## config.mk

```make
export PLATFORM = sky130hd
export DESIGN_NAME = fpm_pair_mult
export DESIGN_NICKNAME = d
export VERILOG_FILES = /design/src/rtl/fpm_pair_mult.sv
export SDC_FILE = /design/constraint.sdc
export NUM_CORES = 2
export LEC_CHECK = 0
export ABC_AREA = 1
export CAP_MARGIN = 20
export CORE_MARGIN = 4
export CORE_UTILIZATION = 35
export CTS_CLUSTER_DIAMETER = 150
export DETAILED_ROUTE_END_ITERATION = 7
export GPL_ROUTABILITY_DRIVEN = 0
export PLACE_DENSITY_LB_ADDON = 0.08
export SYNTH_ARGS = -nofsm -noshare
export SYNTH_HDL_FRONTEND = slang
export SYNTH_HIERARCHICAL = 1
export SYNTH_SLANG_ARGS = --single-unit
export TNS_END_PERCENT = 1
```

## constraint.sdc

```tcl
create_clock -name clk -period 14.09 [get_ports clk]
set_clock_uncertainty 0.1 [all_clocks]
set_input_delay 3.5225 -clock clk [delete_from_list [all_inputs] [get_ports clk]]
set_output_delay 3.5225 -clock clk [all_outputs]
set_load 0.01 [all_outputs]
```

## src/rtl/fpm_pair_mult.sv

```systemverilog
// fpm_pair_mult: batch IEEE-754 single-precision multiplier.
// Four pairs of ROM constants are multiplied in turn and the products are
// stored in a 4-word RAM. The RAM is then readable through ram_addr_juiz.
// Optional feature macro: FPM_SUBNORMAL_EN (gradual underflow). When it is
// not defined, subnormal inputs and results are flushed to signed zero.
`timescale 1ns/1ps

// Multi-cycle FP multiplier. Operand handshake: the caller holds a and b
// stable and raises en. The multiplier takes a in GET_A and b in GET_B, then
// raises z_done with z valid in PUT_Z. It stays there until srst returns it
// to GET_A.
module fpm_mult (
    input  logic        clk,
    input  logic        rst_n,
    input  logic        srst,
    input  logic        en,
    input  logic [31:0] a,
    input  logic [31:0] b,
    output logic [31:0] z,
    output logic        z_done
);

    typedef enum logic [3:0] {
        GET_A = 4'd0, GET_B, UNPACK, SPECIAL, NORM_A, NORM_B,
        MUL0, MUL1, NORM1, NORM2, ROUND, PACK, PUT_Z
    } mul_state_t;

    // Exponents are unbiased two's complement values, 10 bits wide.
    typedef struct packed {
        logic [31:0] a;
        logic [31:0] b;
        logic        z_s;
        logic [9:0]  a_e;
        logic [9:0]  b_e;
        logic [9:0]  z_e;
        logic [23:0] a_m;
        logic [23:0] b_m;
        logic [23:0] z_m;
        logic [47:0] prod;
        logic        guard;
        logic        rnd;
        logic        sticky;
        logic [31:0] z;
        logic        z_done;
    } mul_dp_t;

    localparam logic signed [9:0] E_MIN  = -10'sd126;
    localparam logic signed [9:0] E_MAX  = 10'sd127;
    localparam logic signed [9:0] E_SPEC = 10'sd128;
    localparam logic signed [9:0] E_SUB  = -10'sd127;
    localparam logic [31:0]       QNAN   = 32'hFFC00000;

    mul_state_t state, state_n;
    mul_dp_t    dp, dp_n;

    logic a_nan, b_nan, a_inf, b_inf, a_zero, b_zero;

    assign a_nan = (dp.a_e == E_SPEC) && (dp.a_m != 24'd0);
    assign b_nan = (dp.b_e == E_SPEC) && (dp.b_m != 24'd0);
    assign a_inf = (dp.a_e == E_SPEC) && (dp.a_m == 24'd0);
    assign b_inf = (dp.b_e == E_SPEC) && (dp.b_m == 24'd0);
`ifdef FPM_SUBNORMAL_EN
    assign a_zero = (dp.a_e == E_SUB) && (dp.a_m == 24'd0);
    assign b_zero = (dp.b_e == E_SUB) && (dp.b_m == 24'd0);
`else
    // Subnormal encodings count as zero in flush-to-zero builds.
    assign a_zero = (dp.a_e == E_SUB);
    assign b_zero = (dp.b_e == E_SUB);
`endif

    assign z      = dp.z;
    assign z_done = dp.z_done;

    // State and datapath registers; srst returns to the idle GET_A state.
    always_ff @(posedge clk or negedge rst_n) begin
        if (!rst_n) begin
            state <= GET_A;
            dp    <= '0;
        end else if (srst) begin
            state <= GET_A;
            dp    <= '0;
        end else begin
            state <= state_n;
            dp    <= dp_n;
        end
    end

    // Next-state and datapath update for each multiplier step.
    always_comb begin
        state_n = state;
        dp_n    = dp;
        case (state)
            GET_A: begin
                if (en) begin
                    dp_n.a  = a;
                    state_n = GET_B;
                end
            end
            GET_B: begin
                dp_n.b  = b;
                state_n = UNPACK;
            end
            UNPACK: begin
                dp_n.a_m = {1'b0, dp.a[22:0]};
                dp_n.b_m = {1'b0, dp.b[22:0]};
                dp_n.a_e = {2'b00, dp.a[30:23]} - 10'd127;
                dp_n.b_e = {2'b00, dp.b[30:23]} - 10'd127;
                dp_n.z_s = dp.a[31] ^ dp.b[31];
                state_n  = SPECIAL;
            end
            SPECIAL: begin
                if (a_nan || b_nan) begin
                    dp_n.z      = QNAN;
                    dp_n.z_done = 1'b1;
                    state_n     = PUT_Z;
                end else if (a_inf || b_inf) begin
                    dp_n.z      = (a_zero || b_zero) ? QNAN : {dp.z_s, 8'hFF, 23'd0};
                    dp_n.z_done = 1'b1;
                    state_n     = PUT_Z;
                end else if (a_zero || b_zero) begin
                    dp_n.z      = {dp.z_s, 31'd0};
                    dp_n.z_done = 1'b1;
                    state_n     = PUT_Z;
                end else begin
                    // Subnormals keep a zero hidden bit at the minimum exponent.
                    if (dp.a_e == E_SUB) dp_n.a_e = E_MIN;
                    else                 dp_n.a_m[23] = 1'b1;
                    if (dp.b_e == E_SUB) dp_n.b_e = E_MIN;
                    else                 dp_n.b_m[23] = 1'b1;
                    state_n = NORM_A;
                end
            end
            NORM_A: begin
                if (!dp.a_m[23]) begin
                    dp_n.a_m = {dp.a_m[22:0], 1'b0};
                    dp_n.a_e = dp.a_e - 10'd1;
                end else begin
                    state_n = NORM_B;
                end
            end
            NORM_B: begin
                if (!dp.b_m[23]) begin
                    dp_n.b_m = {dp.b_m[22:0], 1'b0};
                    dp_n.b_e = dp.b_e - 10'd1;
                end else begin
                    state_n = MUL0;
                end
            end
            MUL0: begin
                dp_n.prod = {24'd0, dp.a_m} * {24'd0, dp.b_m};
                dp_n.z_e  = dp.a_e + dp.b_e + 10'd1;
                state_n   = MUL1;
            end
            MUL1: begin
                dp_n.z_m    = dp.prod[47:24];
                dp_n.guard  = dp.prod[23];
                dp_n.rnd    = dp.prod[22];
                dp_n.sticky = |dp.prod[21:0];
                state_n     = NORM1;
            end
            NORM1: begin
                if (!dp.z_m[23]) begin
                    dp_n.z_m   = {dp.z_m[22:0], dp.guard};
                    dp_n.guard = dp.rnd;
                    dp_n.rnd   = 1'b0;
                    dp_n.z_e   = dp.z_e - 10'd1;
                end else begin
                    state_n = NORM2;
                end
            end
            NORM2: begin
`ifdef FPM_SUBNORMAL_EN
                // Denormalise until the exponent reaches the normal minimum.
                if ($signed(dp.z_e) < E_MIN) begin
                    dp_n.z_e    = dp.z_e + 10'd1;
                    dp_n.z_m    = {1'b0, dp.z_m[23:1]};
                    dp_n.guard  = dp.z_m[0];
                    dp_n.rnd    = dp.guard;
                    dp_n.sticky = dp.sticky | dp.rnd;
                end else begin
                    state_n = ROUND;
                end
`else
                state_n = ROUND;
`endif
            end
            ROUND: begin
                if (dp.guard && (dp.rnd || dp.sticky || dp.z_m[0])) begin
                    dp_n.z_m = dp.z_m + 24'd1;
                    if (dp.z_m == 24'hFFFFFF) dp_n.z_e = dp.z_e + 10'd1;
                end
                state_n = PACK;
            end
            PACK: begin
                dp_n.z = {dp.z_s, dp.z_e[7:0] + 8'd127, dp.z_m[22:0]};
`ifdef FPM_SUBNORMAL_EN
                if ((dp.z_e == E_MIN) && !dp.z_m[23]) dp_n.z[30:23] = 8'd0;
`else
                if ($signed(dp.z_e) < E_MIN) dp_n.z = {dp.z_s, 31'd0};
`endif
                if ($signed(dp.z_e) > E_MAX) dp_n.z = {dp.z_s, 8'hFF, 23'd0};
                dp_n.z_done = 1'b1;
                state_n     = PUT_Z;
            end
            PUT_Z: begin
                state_n = PUT_Z;
            end
            default: begin
                state_n = GET_A;
            end
        endcase
    end

endmodule

// Sequencer, ROM and result RAM around the multiplier.
module fpm_pair_mult (
    input  logic        clk,
    input  logic        rst,
    input  logic [1:0]  ram_addr_juiz,
    output logic [31:0] ram_out_juiz,
    output logic        done
);

    typedef enum logic [2:0] {
        LOAD_A   = 3'd0,
        LOAD_B   = 3'd1,
        WAIT_MUL = 3'd2,
        STORE    = 3'd3,
        DONE     = 3'd4
    } seq_state_t;

    seq_state_t  seq_state, seq_state_n;
    logic [1:0]  k, k_n;
    logic [31:0] op_a, op_a_n, op_b, op_b_n;
    logic        mul_en, mul_en_n;
    logic        done_n;
    logic        ram_we;
    logic        mul_srst;
    logic [31:0] mul_z;
    logic        mul_done;
    logic [31:0] ram [4];

    function automatic logic [31:0] rom_word(input logic [2:0] idx);
        case (idx)
            3'd0:    return 32'h15350076;
            3'd1:    return 32'h5952599F;
            3'd2:    return 32'h3F800000;
            3'd3:    return 32'h3E800000;
            3'd4:    return 32'h40400000;
            3'd5:    return 32'h41200000;
            3'd6:    return 32'h3EA00000;
            default: return 32'h3F600000;
        endcase
    endfunction

    fpm_mult u_mult (
        .clk    (clk),
        .rst_n  (rst),
        .srst   (mul_srst),
        .en     (mul_en),
        .a      (op_a),
        .b      (op_b),
        .z      (mul_z),
        .z_done (mul_done)
    );

    // Sequencer registers.
    always_ff @(posedge clk or negedge rst) begin
        if (!rst) begin
            seq_state <= LOAD_A;
            k         <= 2'd0;
            op_a      <= 32'd0;
            op_b      <= 32'd0;
            mul_en    <= 1'b0;
            done      <= 1'b0;
        end else begin
            seq_state <= seq_state_n;
            k         <= k_n;
            op_a      <= op_a_n;
            op_b      <= op_b_n;
            mul_en    <= mul_en_n;
            done      <= done_n;
        end
    end

    // Sequencer next state: load a pair, wait for the product, store it.
    always_comb begin
        seq_state_n = seq_state;
        k_n         = k;
        op_a_n      = op_a;
        op_b_n      = op_b;
        mul_en_n    = mul_en;
        done_n      = done;
        ram_we      = 1'b0;
        mul_srst    = 1'b0;
        case (seq_state)
            LOAD_A: begin
                op_a_n      = rom_word({k, 1'b0});
                mul_en_n    = 1'b1;
                seq_state_n = LOAD_B;
            end
            LOAD_B: begin
                op_b_n      = rom_word({k, 1'b1});
                seq_state_n = WAIT_MUL;
            end
            WAIT_MUL: begin
                if (mul_done) seq_state_n = STORE;
            end
            STORE: begin
                ram_we   = 1'b1;
                mul_en_n = 1'b0;
                if (k == 2'd3) begin
                    done_n      = 1'b1;
                    seq_state_n = DONE;
                end else begin
                    k_n         = k + 2'd1;
                    mul_srst    = 1'b1;
                    seq_state_n = LOAD_A;
                end
            end
            DONE: begin
                done_n = 1'b1;
            end
            default: begin
                seq_state_n = LOAD_A;
            end
        endcase
    end

    // Result RAM; written only from STORE, cleared by reset.
    always_ff @(posedge clk or negedge rst) begin
        if (!rst) begin
            for (int i = 0; i < 4; i++) ram[i] <= 32'd0;
        end else if (ram_we && (seq_state != DONE)) begin
            ram[k] <= mul_z;
        end
    end

    assign ram_out_juiz = done ? ram[ram_addr_juiz] : 32'h0;

endmodule

```

* Word-level counts from Yosys, hierarchy flattened
Cells that the tools add are included.
** Word-level totals
- Register bits :: 454
- Input bits :: 4
- Output and inout bits :: 33
- Logic and storage cells :: 221
** Operators by class
- Add/subtract/negate cells :: 11
- Multiply operators :: 1
- Order comparisons :: 5
- Equal/unequal tests :: 44
- Multiplexer cells :: 73
- Bitwise logic cells :: 5
- Reduce and logical (&&, ||, !) cells :: 53
** Operator list (number)
- $mux W32 :: 8
- $mux W251 :: 1
- $bwmux W128 :: 1
- $pmux W32 S4 :: 1
- $mux W33 :: 3
- $mux W24 :: 4
- $pmux W31 S3 :: 1
- $pmux W23 S2 :: 2
- $pmux W10 S3 :: 3
- $pmux W24 S3 :: 1
- $mux W10 :: 7
- $pmux W33 S2 :: 1
- $bmux W32 S2 :: 1
- $demux W32 S2 :: 1
- $mux W31 :: 2
- $mux W20 :: 3
- $logic_not A24 Y1 :: 2
- $mul A24 B24 Y48 :: 1
- $mux W48 :: 1
- $pmux W4 S12 :: 1
- $reduce_bool A24 Y1 :: 2
- $mux W4 :: 8
- $ne A3 B3 Y1 const B :: 10
- $sub A10 B1 Y10 const B :: 3
- other kinds (51) :: 124

* Depth between registers and ports, before layout
- Word-level depth :: 7
- Mapped depth :: 31
- Mapped depth without buffers :: 29

* Hierarchy
The synthesis kept the hierarchy.
** By module, submodules not included
- fpm_mult :: times used 1, cells an instance 4602, area an instance 34274.1 um2
- fpm_pair_mult :: times used 1, cells an instance 916, area an instance 7094.3 um2

* Least setup slack after synthesis
No wires, ideal clock.
- Kind :: input-to-output
- Start :: input port ram_addr_juiz[1]
- End :: output port ram_out_juiz[0]
- Arrival :: 4372 ps
- Data required time :: 10467 ps
- Setup slack :: 6096 ps
- Cell stages on the path :: 5
- Cell sequence :: clkbuf_1 > inv_1 > clkbuf_1 > nand3_1 > a21oi_1
** On the way
- Word-level cells in the longest chain between the ends :: 5
** Ends and longest elaborated chain
- from (decl) :: RTL line 220 : input logic [1:0] ram_addr_juiz,
- $not A2 Y3 (not written as such) :: RTL line 340 : assign ram_out_juiz = done ? ram[ram_addr_juiz] : 32'h0;
- $bmux W32 S2 :: RTL line 340
- $mux W32 (not written as such) (2 in series) :: RTL line 340
- $mux W32 :: RTL line 340
- to (decl) :: RTL line 221 : output logic [31:0] ram_out_juiz,
No other way between the ends. The select of a mux whose other input is x is not followed.

* Worst setup path after layout
- Start :: input port ram_addr_juiz[1]
- End :: output port ram_out_juiz[26]
Same word-level chain as after synthesis.

==> key figures <==
Cells and area
  – Synth-to-Final Area Change: 7.62%
  – Commonest non-fill, non-tap cell in the layout: nand2_1
  – Commonest non-fill, non-tap cells in the layout: 1478 x nand2_1, 1275 x inv_1, 484 x fa_1, 401 x dfrtp_1, 353 x nand3_1
  – Share of layout cells above drive strength 1: approximately 4.5%
  – Nets: 6085
  – FF+latch area: roughly 0.010 mm^2
  – Multi-input gate area: 0.0251 mm^2
  – Fillers: roughly 12000

Synthesis
  – Synth Area in Adders: 29.6%
  – Synthesized instance count: between 5000 and 6000
  – Netlist area before placement: approximately 0.041 mm^2
  – Main combinational cell family by area after synthesis: adder cells
  – Yosys reg bits: between 400 and 500
  – Mean area per synthesized cell: ~7.5 um^2
  – Netlist cell types: 54
  – Top_reg_cell synth: dfrtp_1
  – Sequential share of the synthesized area: about a quarter
  – Synth Area in Compound Gates: between 8 and 9%
  – Mux cell area share after synthesis: 0%
  – Number of enable flip-flop cells after synthesis: 0
  – FFs w/ async S/R, synth: 100%
  – Xor/xnor share of the synthesized area: less than 1%
  – Simple-Gate Fraction of Synth Area: between 20% and 30%
  – Yosys Warn Count: 6

Critical path
  – Reg2Reg Depth: 23
  – R2r endpoint: u_mult/dp[60]
  – Critical Path AT: slightly below 6000 ps
  – CP endpoint kind: output port
  – Crit Path Max Fanout: 33
  – Worst r2r src: u_mult/dp[111]
  – Reg2reg setup slack: just over 7000 ps
  – WS Path Type: input port to output port
  – Startpoint types: input port
  – CP required: between 10000 and 15000 ps

CTS
  – Post-CTS setup buffers: 0
  – Deepest clock path buffer count: 3
  – CTS hold repair buffers: 0
  – CTS clock-pin slew for the worst setup and hold paths: around 60 ps
  – CTS buffer count: 46
  – Post-cts gate resize count: 0
  – CTS H-tree lvls: 2
  – CTS tree: yes
  – Worst skew pair latency: slightly above 600 ps
  – Clock sink count: 404
  – Clock root buffer master: clkbuf_16

Status
  – Status: complete, no violations

Route
  – DRC marker count from the first detailed-route iteration: between 1500 and 2000
  – DRT antenna net count: 0
  – Wire length on met2: just under 60000 um
  – Vias per cell: around 4.8
  – Max Used Layer: met4
  – 1st-pass router iterations: 5
  – Total wire length: 127000 um
  – Met3 WL: 5200 um
  – Via count: 33526
  – DRC violations left: 0
  – Post-DR wirelength/cell: 18.2 um
  – Met1 wire length: about 58000 um

Floorplan
  – Initial Util: 35.4%
  – Die ar.: about 0.12 mm^2
  – Std-Cell Core Area: between 0.1 and 0.15 mm^2
  – Row cnt: 125
  – Num ports: 37
  – Die height: ~350 um
  – Die X: roughly 350 um

STA
  – Fin. max-slew vios: 0
  – Peak Freq: between 100 and 150 MHz
  – Tcrit/Tclk final: 67.6%
  – Setup TNS: 0 ps
  – Rel. slew slack: 29.9%
  – Hold Fails Final Rpt: 0
  – Final setup viols: 0
  – Tmin final: ~9500 ps
  – Setup WS post-layout: roughly 4600 ps
  – RSZ-0062 raised after global routing: false
  – Worst-Margin Slew: about 1100 ps

Power
  – Max IR drop VDD: approximately 0.13 mV
  – Leak: roughly 24 nW
  – PwrDens: roughly 200 mW/mm^2

Global routing
  – GRT overflow: 0
  – Overall global routing resource usage: around a fifth
  – Initial antenna violation count: 2
  – Vias in the first global route: 35109
  – First-pass GRT wire length: 204000 um
  – Pin count of the biggest net entering global routing: between 150 and 200

Placement
  – Hpwl dp: 92400 um
  – Buffers on Ports: 36
  – Worst slack, placed: 4480 ps

Hold path
  – Hold crit path type: flop to flop
  – Hold Path Origin: u_mult/dp[47]
  – Worst Hold Path Cells: 2
  – Endpoint, Worst Hold: u_mult/dp[47]

Flow run
  – Max-Cap Viols: 0
==> synth_stat cells, types with 8 or more instances <==
| master | count | area, um^2 |
|---|---|---|
| a21o_1 | 8 | 60.1 |
| a21oi_1 | 145 | 726 |
| a32oi_1 | 22 | 193 |
| buf_1 | 30 | 113 |
| buf_2 | 55 | 275 |
| buf_4 | 45 | 338 |
| clkbuf_1 | 171 | 642 |
| dfrtp_1 | 404 | 10100 |
| fa_1 | 484 | 9690 |
| ha_1 | 205 | 2560 |
| inv_1 | 1275 | 4790 |
| inv_2 | 20 | 75.1 |
| nand2_1 | 1479 | 5550 |
| nand2_2 | 10 | 62.6 |
| nand3_1 | 353 | 1770 |
| nand4_1 | 37 | 231 |
| nor2_1 | 219 | 822 |
| nor2_2 | 10 | 62.6 |
| nor2_4 | 9 | 101 |
| nor3_1 | 25 | 125 |
| o21ai_0 | 196 | 981 |
| o21ai_1 | 157 | 786 |
| o21ai_2 | 15 | 131 |
| o21bai_1 | 10 | 75.1 |
| o22ai_1 | 17 | 106 |
| o311ai_1 | 18 | 158 |
| o31ai_1 | 8 | 60.1 |
| xnor2_1 | 12 | 105 |
| xor2_1 | 11 | 96.3 |
==> worst max-delay path: stages <==
cell	delay, ps
clkdlybuf4s50_1	390
buf_4	270
inv_1	560
buf_16	230
nand3_1	90
a21oi_1	230
clkdlybuf4s50_1	580
==> power breakdown <==
group          internal, mW  switching (mW)  leakage [nW]
Clock                 0.731           0.524         0.776
Sequential             1.51           0.303          5.43
Combinational          1.86            3.96          17.7
Total                  4.10            4.78          23.9
==> per-stage QoR <==
stage,hold slack [ps],instances,utilization [%],instance area [um^2],total power [mW]
after floorplan,349,5541,-,41500,5.73
after global placement,365,6865,36.7,42900,7.73
after detailed placement,370,6867,36.7,42900,7.72
after CTS,385,6950,38.1,44500,9.07
after global routing,400,6952,38.1,44500,9.86
final,382,6954,38.1,44500,8.88
==> registers in the layout (all words and copies together), names as in the netlist <==
register / flops
u_mult/z_done: 1
mul_en: 1
k: 2
op_a: 6
ram: 128
op_b: 8
seq_state: 3
done: 1
u_mult/z: 32
u_mult/dp: 218
u_mult/state: 4
==> kinds of logic after synthesis <==
kind of cell,after synthesis
XOR/XNOR,23
other,1
AO/OA/AOI/OAI,630
buffers and inverters,1604
AND/OR/NAND/NOR,2167
adder cells (fa/ha/maj),689
flip-flops,404
==> worst max-delay path by stage <==
| stage | cells past startpoint | from | end | slack (ps) |
|---|---|---|---|---|
| floorplan | 5 | ram_addr_juiz[1] | ram_out_juiz[0] | 6100 |
| global placement | 6 | ram_addr_juiz[1] | ram_out_juiz[4] | 4230 |
| detailed placement | 7 | ram_addr_juiz[0] | ram_out_juiz[4] | 4480 |
| CTS | 7 | ram_addr_juiz[0] | ram_out_juiz[4] | 4470 |
| global route | 7 | ram_addr_juiz[1] | ram_out_juiz[26] | 4470 |
| finish | 7 | ram_addr_juiz[1] | ram_out_juiz[26] | 4560 |
==> metal layers <==
layer  vias to the layer above  GRT usage, %
li1                      16299             -
met1                     16451          28.8
met2                       611          35.5
met3                       165          2.75
met4                         0          5.72
met5                         -             0
==> area by class of cell <==
cell class	instances	area share, %
antenna	3	0.0169
sequential	404	22.7
tap	1524	4.28
clock buffer	59	2.92
inverter	1297	10.9
multi-input combinational	3533	56.3
clock inverter	24	0.632
timing repair buffer	110	2.20
(Power assumes the default switching activity.)
